## src/rtl/rr_arb_pkg.sv

```systemverilog
// Shared constants and types for the round-robin one-hot arbiter.
// Optional feature macro used by the arbiter: ARB_TIMEOUT_EN.
package rr_arb_pkg;

   localparam int ARB_N  = 8;
   localparam int IDX_W  = 3;
   localparam int HOLD_W = 4;

   typedef enum logic [0:0] {
      IDLE  = 1'b0,
      GRANT = 1'b1
   } arb_state_t;

   // Reset value of the round-robin pointer: index 0 gets first priority.
   localparam logic [IDX_W-1:0] LAST_RST = 3'd7;

endpackage

```

## src/rtl/onehot_dec3.sv

```systemverilog
// Purely combinational 3-to-8 one-hot decoder feeding the arbiter's enable vector.
module onehot_dec3
   import rr_arb_pkg::*;
(
   input  logic [IDX_W-1:0] i_idx,
   output logic [ARB_N-1:0] o_onehot
);

   always_comb begin
      o_onehot        = '0;
      o_onehot[i_idx] = 1'b1;
   end

endmodule

```

## src/rtl/rr_onehot_arbiter.sv

```systemverilog
// Eight-way round-robin arbiter driving a 3-bit select and a one-hot enable.
// Define ARB_TIMEOUT_EN to build the hold-limit timer and forced release.
module rr_onehot_arbiter
   import rr_arb_pkg::*;
#(
   parameter int MAX_HOLD = 15
) (
   input  logic       clk,
   input  logic       rst,
   input  logic [7:0] req,
   output logic       gnt_valid,
   output logic [2:0] gnt_idx,
   output logic [7:0] gnt_onehot,
   output logic       timeout
);

   if (MAX_HOLD < 1 || MAX_HOLD > (1 << HOLD_W) - 1) begin : g_bad_max_hold
      $error("rr_onehot_arbiter: MAX_HOLD must be in 1..15");
   end

   // Rotate so the slot after 'last' sits at bit 0, take the lowest set bit,
   // then rotate the winner back. MSB of the result flags that a winner exists.
   function automatic logic [IDX_W:0] rr_pick(input logic [ARB_N-1:0] reqv,
                                              input logic [IDX_W-1:0] last);
      logic [IDX_W:0]   sh;
      logic [ARB_N-1:0] rot;
      logic [IDX_W:0]   res;
      sh  = {1'b0, last} + (IDX_W+1)'(1);
      rot = ARB_N'({reqv, reqv} >> sh);
      res = '0;
      for (int j = ARB_N-1; j >= 0; j--) begin
         if (rot[j]) res = {1'b1, IDX_W'(last + IDX_W'(j) + IDX_W'(1))};
      end
      return res;
   endfunction

   arb_state_t       r_state;
   logic [IDX_W-1:0] r_idx;
   logic [IDX_W-1:0] r_last;

   logic             w_rel;
   logic             w_force;
   logic             w_take;
   logic [ARB_N-1:0] w_cand;
   logic [IDX_W:0]   w_pick;
   logic [ARB_N-1:0] w_dec;

`ifdef ARB_TIMEOUT_EN
   localparam logic [HOLD_W-1:0] MAX_HOLD_C = HOLD_W'(MAX_HOLD);
   logic [HOLD_W-1:0] r_hold;
   logic              r_timeout;
`endif

   always_comb begin
      w_rel   = (r_state == GRANT) && !req[r_idx];
`ifdef ARB_TIMEOUT_EN
      // A release on the same edge wins over the timer, so no pulse then.
      w_force = (r_state == GRANT) && req[r_idx] && (r_hold == MAX_HOLD_C);
`else
      w_force = 1'b0;
`endif
      w_take  = (r_state == IDLE) || w_rel || w_force;
      w_cand  = req;
      if (w_force) w_cand[r_idx] = 1'b0;
      w_pick  = rr_pick(w_cand, r_last);
   end

   always_ff @(posedge clk) begin
      if (rst) begin
         r_state <= IDLE;
         r_idx   <= '0;
         r_last  <= LAST_RST;
      end else if (w_take) begin
         if (w_pick[IDX_W]) begin
            r_state <= GRANT;
            r_idx   <= w_pick[IDX_W-1:0];
            r_last  <= w_pick[IDX_W-1:0];
         end else begin
            r_state <= IDLE;
            r_idx   <= '0;
         end
      end
   end

`ifdef ARB_TIMEOUT_EN
   always_ff @(posedge clk) begin
      if (rst) begin
         r_hold    <= '0;
         r_timeout <= 1'b0;
      end else begin
         r_timeout <= w_force;
         if (w_take && w_pick[IDX_W]) begin
            r_hold <= HOLD_W'(1);
         end else if (r_state == GRANT && r_hold != MAX_HOLD_C) begin
            r_hold <= r_hold + HOLD_W'(1);
         end
      end
   end

   assign timeout = r_timeout;
`else
   assign timeout = 1'b0;
`endif

   onehot_dec3 u_dec (
      .i_idx    (r_idx),
      .o_onehot (w_dec)
   );

   assign gnt_valid  = (r_state == GRANT);
   assign gnt_idx    = r_idx;
   assign gnt_onehot = w_dec & {ARB_N{gnt_valid}};

endmodule

```

## config.mk

```make
export PLATFORM = sky130hd
export DESIGN_NAME = rr_onehot_arbiter
export DESIGN_NICKNAME = d
export VERILOG_FILES = /design/src/rtl/rr_arb_pkg.sv /design/src/rtl/onehot_dec3.sv /design/src/rtl/rr_onehot_arbiter.sv
export SDC_FILE = /design/constraint.sdc
export NUM_CORES = 1
export LEC_CHECK = 0
export BUFFER_PORTS_ARGS = -buffer_cell sky130_fd_sc_hd__buf_2
export CAP_MARGIN = 10
export CORE_ASPECT_RATIO = 0.7
export CORE_MARGIN = 3
export CORE_UTILIZATION = 50
export DETAILED_ROUTE_END_ITERATION = 6
export GPL_ROUTABILITY_DRIVEN = 0
export MAX_ROUTING_LAYER = met4
export PLACE_DENSITY = 0.71
export SKIP_CTS_REPAIR_TIMING = 1
export SYNTH_ARGS = -nofsm -noshare
export SYNTH_HDL_FRONTEND = slang
export SYNTH_SLANG_ARGS = --single-unit
```

## constraint.sdc

```tcl
create_clock -name clk -period 2.16 [get_ports clk]
set_clock_uncertainty 0.05 [all_clocks]
set_input_delay 0 -clock clk [delete_from_list [all_inputs] [get_ports clk]]
set_output_delay 0 -clock clk [all_outputs]
set_load 0.02 [all_outputs]
```

== Word-level counts from Yosys, hierarchy flattened ==
Cells that the tools add are included.
Cells by class
  add/sub/neg operators: 15
  order comparisons: 2
  shift-type cells: 1
  mux-type cells: 14
  bitwise operators: 2
  reductions and logical operators: 5
Operator list (number)
  4-bit two-way mux: 8
  3-bit by 1-bit adder with 3-bit output, second input constant: 8
  16-bit by 4-bit >> shifter with 8-bit output: 1
  3-bit adder, second input constant: 4
  8-bit AND: 1
  3-bit by 2-bit adder with 3-bit output, second input constant: 2
  3-bit by 1-bit adder with 4-bit output, second input constant: 1
  3-bit by 4-bit less-than comparator with 1-bit output, second input constant: 1
  1-bit binary-select mux with 3-bit select: 1
  1-bit demux with 3-bit select: 1
  3-bit by 1-bit >= comparator with 1-bit output, second input constant: 1
  1-bit two-way mux: 3
  3-bit two-way mux: 1
  1-bit logical AND: 2
  2-bit AND reduction: 1
  1-bit logical NOT: 1
  1-bit logical OR: 1
  1-bit NOT: 1
Storage, ports and cells
  bits in registers: 7
  input port bits: 10
  output and inout bits: 13
  logic and storage cells: 42

== Longest topological paths before layout ==
  word-level depth: 11
  depth in mapped cells: 12
  depth with buffers taken out: 9

== Cells and area by module ==
A second synthesis with hierarchy kept.
Unflattened totals
  cells, all modules: 230
  area, all modules: 1696.6 um^2
Modules (own cells, without submodules)
  rr_onehot_arbiter: instances 1, cells each 222, area each 1631.6 um^2, sequential area each 140.1 um^2
  onehot_dec3: instances 1, cells each 8, area each 65.1 um^2, sequential area each 0.0 um^2

== Worst setup path after synthesis ==
No wires, ideal clock.
  path kind: register to register
  start point: register r_last[1]
  end point: register r_idx[1] (netlist: gnt_idx[1])
  setup time: 127 ps
  data arrival time: 2141 ps
  required time: 1983 ps
  path slack: -158 ps
  stages on the path, launching flop included: 9
  buffers on the path: 1
  clock period less this slack: 2318 ps
  cell sequence: dfxtp_1 > buf_6 > mux2_1 > mux4_2 > nand4bb_1 > a221o_1 > a22oi_1 > a211o_1 > a21oi_1
Between the ends
  cells in the longest elaborated chain, start to end: 11
  elaborated cells on any way between the ends: 25
  classes of those cells: 15 x add/sub; 1 x shift; 9 x mux
RTL lines
  from (decl): line rr_onehot_arbiter.sv:39  | logic [IDX_W-1:0] r_last;
  from (signal assigned): line rr_onehot_arbiter.sv:77  | r_last <= w_pick[IDX_W-1:0];
  3-bit by 1-bit adder with 4-bit output / 3-bit adder (equally long branches): line rr_onehot_arbiter.sv:28, rr_onehot_arbiter.sv:32
  16-bit by 4-bit >> shifter with 8-bit output / 3-bit by 1-bit adder with 3-bit output (equally long branches): line rr_onehot_arbiter.sv:29, rr_onehot_arbiter.sv:32
  4-bit two-way mux (7 in a row): line rr_onehot_arbiter.sv:32  | if (rot[j]) res = {1'b1, IDX_W'(last + IDX_W'(j) + IDX_W'(1))};
  4-bit two-way mux (*): line rr_onehot_arbiter.sv:32
  3-bit two-way mux (*): line rr_onehot_arbiter.sv:74  | if (w_pick[IDX_W]) begin
  to (signal assigned): line rr_onehot_arbiter.sv:76  | r_idx <= w_pick[IDX_W-1:0];
  to (decl): line rr_onehot_arbiter.sv:38  | logic [IDX_W-1:0] r_idx;
Mark *: on every way between the ends. The rest lies on a longest branch, timed or not.
A chain may end at the register's enable or synchronous reset.

== Worst setup path in the final report ==
  start point: register r_last[1]
  end point: register r_last[2]
Between the ends
  cells in the longest elaborated chain, start to end: 11
  elaborated cells on any way between the ends: 25
  classes of those cells: 15 x add/sub; 1 x shift; 8 x mux; 1 x reduce/logical
RTL lines
  3-bit by 1-bit adder with 4-bit output: line rr_onehot_arbiter.sv:28  | sh = {1'b0, last} + (IDX_W+1)'(1);
  16-bit by 4-bit >> shifter with 8-bit output: line rr_onehot_arbiter.sv:29  | rot = ARB_N'({reqv, reqv} >> sh);
  4-bit two-way mux (7 in a row): line rr_onehot_arbiter.sv:32
  4-bit two-way mux (*): line rr_onehot_arbiter.sv:32
  2-bit AND reduction (no source line)
Marked as above.

==> impl_metrics.tcl <==
set metrics [dict create \
    holdWs_ps 531 \
    grt_max_degree 18 \
    die_w_um 69.8 \
    drc_errors 0 \
    drt_iter0_markers 280 \
    dp_cells 247 \
    synth-async-reset-ratio 0 \
    synth_warnings 0 \
    fin_crit_ps 2420 \
    cts_inserted_buffers 3 \
    fmax_mhz 413 \
    worstPathMaxFanout 6 \
    worst_pin_slew_ps 569 \
    cts.sinks 7 \
    ys_ff_latch 7 \
    drv_cap 0 \
    synth_top_area_share 0.205 \
    dieArea_um2 3540 \
    fp.dieH_um 50.7 \
    worstPathRequired_ps 2230 \
    cpMaxStageDelayCell "dfxtp_4" \
    grt_usage 0.308 \
    cts_max_level 1 \
    grt_pass1_wl_mm 8.27 \
    rsz0062_at_grt "yes" \
    critPathBufInv 1 \
    syn2layout_area_growth_pct 48.5 \
    hold_viol_final 0 \
    drt_pass1_iterations 5 \
    synth_cell_types 50 \
    syn_avg_cell_area_um2 8.80 \
    p_seq_frac 0.092 \
    fin_crit_sh 1.12 \
    core-area_um2 2590 \
    finalSetupViolCount 6 \
    drv_slew 0 \
    post-route-worst-setup-slack_ps -262 \
    cp_cell_sequence "buf_4 -> and4b_1 -> o41ai_2 -> a21oi_1 -> a211oi_2 -> o221ai_2 -> a221oi_2 -> o31ai_1" \
    postLayoutCellArea_um2 2120 \
    postSynthCellCount 162 \
    clock_latency_ps 240 \
    p_switching_w 0.00150 \
    grt_pass1_vias 1662 \
    routed_via_density 6.93 \
    leakagePower_nw 0.948 \
    ir_drop_v 0.000889 \
    p_clk_frac 0.065 \
    pwr-share-comb 0.843 \
    hpwl_mm 3.88 \
    start_util 0.550 \
    vias 1802 \
    ant_nets 0 \
    io_pins 23 \
    switching_share 0.474 \
    start_kind "flip-flop" \
    drive_above_1_share 0.562 \
    fin_cells 260 \
    critical_path_class "reg2reg" \
    wire_per_inst_um 21.9 \
    crit_family "compound AO/OA/AOI/OAI gates" \
    num_rows 15 \
    antenna_found_initial 0 \
    critPathMaxStageDelay_ps 370 \
    yosysSeqAreaShare 0.0983 \
    drt_wl_total_mm 5.70 \
    cts_root_buf "clkbuf_8" \
    synth_common_cells "nor2_1, mux2i_1, nand2_1" \
    fin_tns_setup_ps -1340 \
    maxSlewHeadroom 0.616 \
    diodes 0 \
    yosys.area.top_type "mux4_2" \
    p_per_area_nw_per_um2 1490 \
    synth_area_um2 1430 \
    violations "negative setup slack" \
    min_path_type "in2reg" \
    ys_top_cells_by_area "mux4_2, dfxtp_1, mux2i_1" \
    num-nets-final 239 \
    path_clk_slew_ps 50 \
    cp.arrival_ps 2490 \
    place_area_um2 1860 \
    p_int_w 0.00166 \
    cts_tree "yes" \
    syn_nets 174 \
    synth_enable_flop_cells 0 \
    status "complete, but fails checks" \
    worst_setup_path_end_kind "flip-flop" \
    grt-ovfl-total 0 \
    synth_most_common_cell "nor2_1" \
    port_buffers 21 \
    synthFlopType "dfxtp_1" \
    cts_max_path_buffers 2 \
    rrSetupSlack_ps -260 \
]
==> logic make-up (layout without fill, tap and decap cells) <==
kind of cell | after synthesis | count (layout) | synth area share
mux | 38 | 38 | 0.399
xor+xnor | 1 | 1 | 0.00615
other cells | 1 | 1 | 0.00263
fa+ha+maj | 2 | 2 | 0.0176
flops | 7 | 7 | 0.0983
simple gates | 56 | 56 | 0.219
buf+inv | 23 | 87 | 0.0808
compound gates | 34 | 34 | 0.176
==> cells in the final DEF, fill, tap and decap left out, types with 2 or more instances in the layout <==
| master | n |
|---|---|
| buf_4 | 52 |
| buf_2 | 21 |
| nor2_1 | 15 |
| nand2_1 | 14 |
| mux4_2 | 13 |
| mux2i_1 | 12 |
| a21oi_1 | 6 |
| mux2_2 | 5 |
| mux2_4 | 5 |
| dfxtp_1 | 5 |
| nand2b_1 | 4 |
| inv_1 | 3 |
| a32oi_1 | 3 |
| nor4bb_1 | 3 |
| o41ai_1 | 3 |
| clkbuf_8 | 3 |
| buf_6 | 3 |
| nor3_1 | 2 |
| nor4_4 | 2 |
| mux2i_2 | 2 |
| nand3_2 | 2 |
| nor2b_1 | 2 |
| and4b_1 | 2 |
| nor4b_2 | 2 |
| o21ai_0 | 2 |
| nand3b_1 | 2 |
| dfxtp_4 | 2 |
==> tightest hold or removal path: cells and delay by family <==
| kind | cells | cell delay [ps] |
|---|---|---|
| buffers and inverters | 2 | 710 |
| AO/OA/AOI/OAI | 1 | 60 |
==> registers in the layout, summed over array words and instances (netlist names) <==
register / cells
gnt_valid: 1
r_last: 3
gnt_idx: 3
==> power groups by stage <==
stage / Clock, W / Combinational (W) / Sequential (W)
after detailed placement: 0 / 0.00219 / 0.000322
after global placement: 0 / 0.00212 / 0.000313
final: 0.000204 / 0.00267 / 0.000292
after floorplan: 0 / 0.00143 / 0.000257
after global routing: 0.000211 / 0.00282 / 0.000300
after CTS: 0.000200 / 0.00220 / 0.000318
==> area by class of cell <==
class | count | area (um^2)
Multi-Input combinational cell | 132 | 1310
Timing Repair Buffer | 78 | 547
Fill cell | 140 | 474
Sequential cell | 7 | 148
Clock buffer | 4 | 45.0
Tap cell | 34 | 42.5
Inverter | 5 | 21.3
==> metrics by stage <==
stage / power (W) / worst slack [ps] / utilization
2_1_floorplan: 0.00168 / -94.5 / -
3_3_place_gp: 0.00243 / -498 / 0.718
3_5_place_dp: 0.00251 / -431 / 0.718
4_1_cts: 0.00272 / -452 / 0.735
5_1_grt: 0.00333 / -316 / 0.817
6_report: 0.00316 / -262 / 0.817
==> metal layers <==
layer	up-vias	track usage	wire length, um
met2	170	0.480	2410
met4	0	0.0732	276
met5	-	-	0
met1	827	0.399	2130
met3	42	0.0880	887
li1	763	-	-
==> final timing paths <==
| path | start | to | cells after the start |
|---|---|---|---|
| worst max-delay path | r_last[1] | r_last[2] | 8 |
| worst min-delay path | rst | gnt_idx[1] | 3 |
| worst max register to register | r_last[1] | r_last[2] | 8 |
| worst min register to register | gnt_idx[1] | gnt_idx[1] | 3 |
Power figures use the tool's default switching activity.
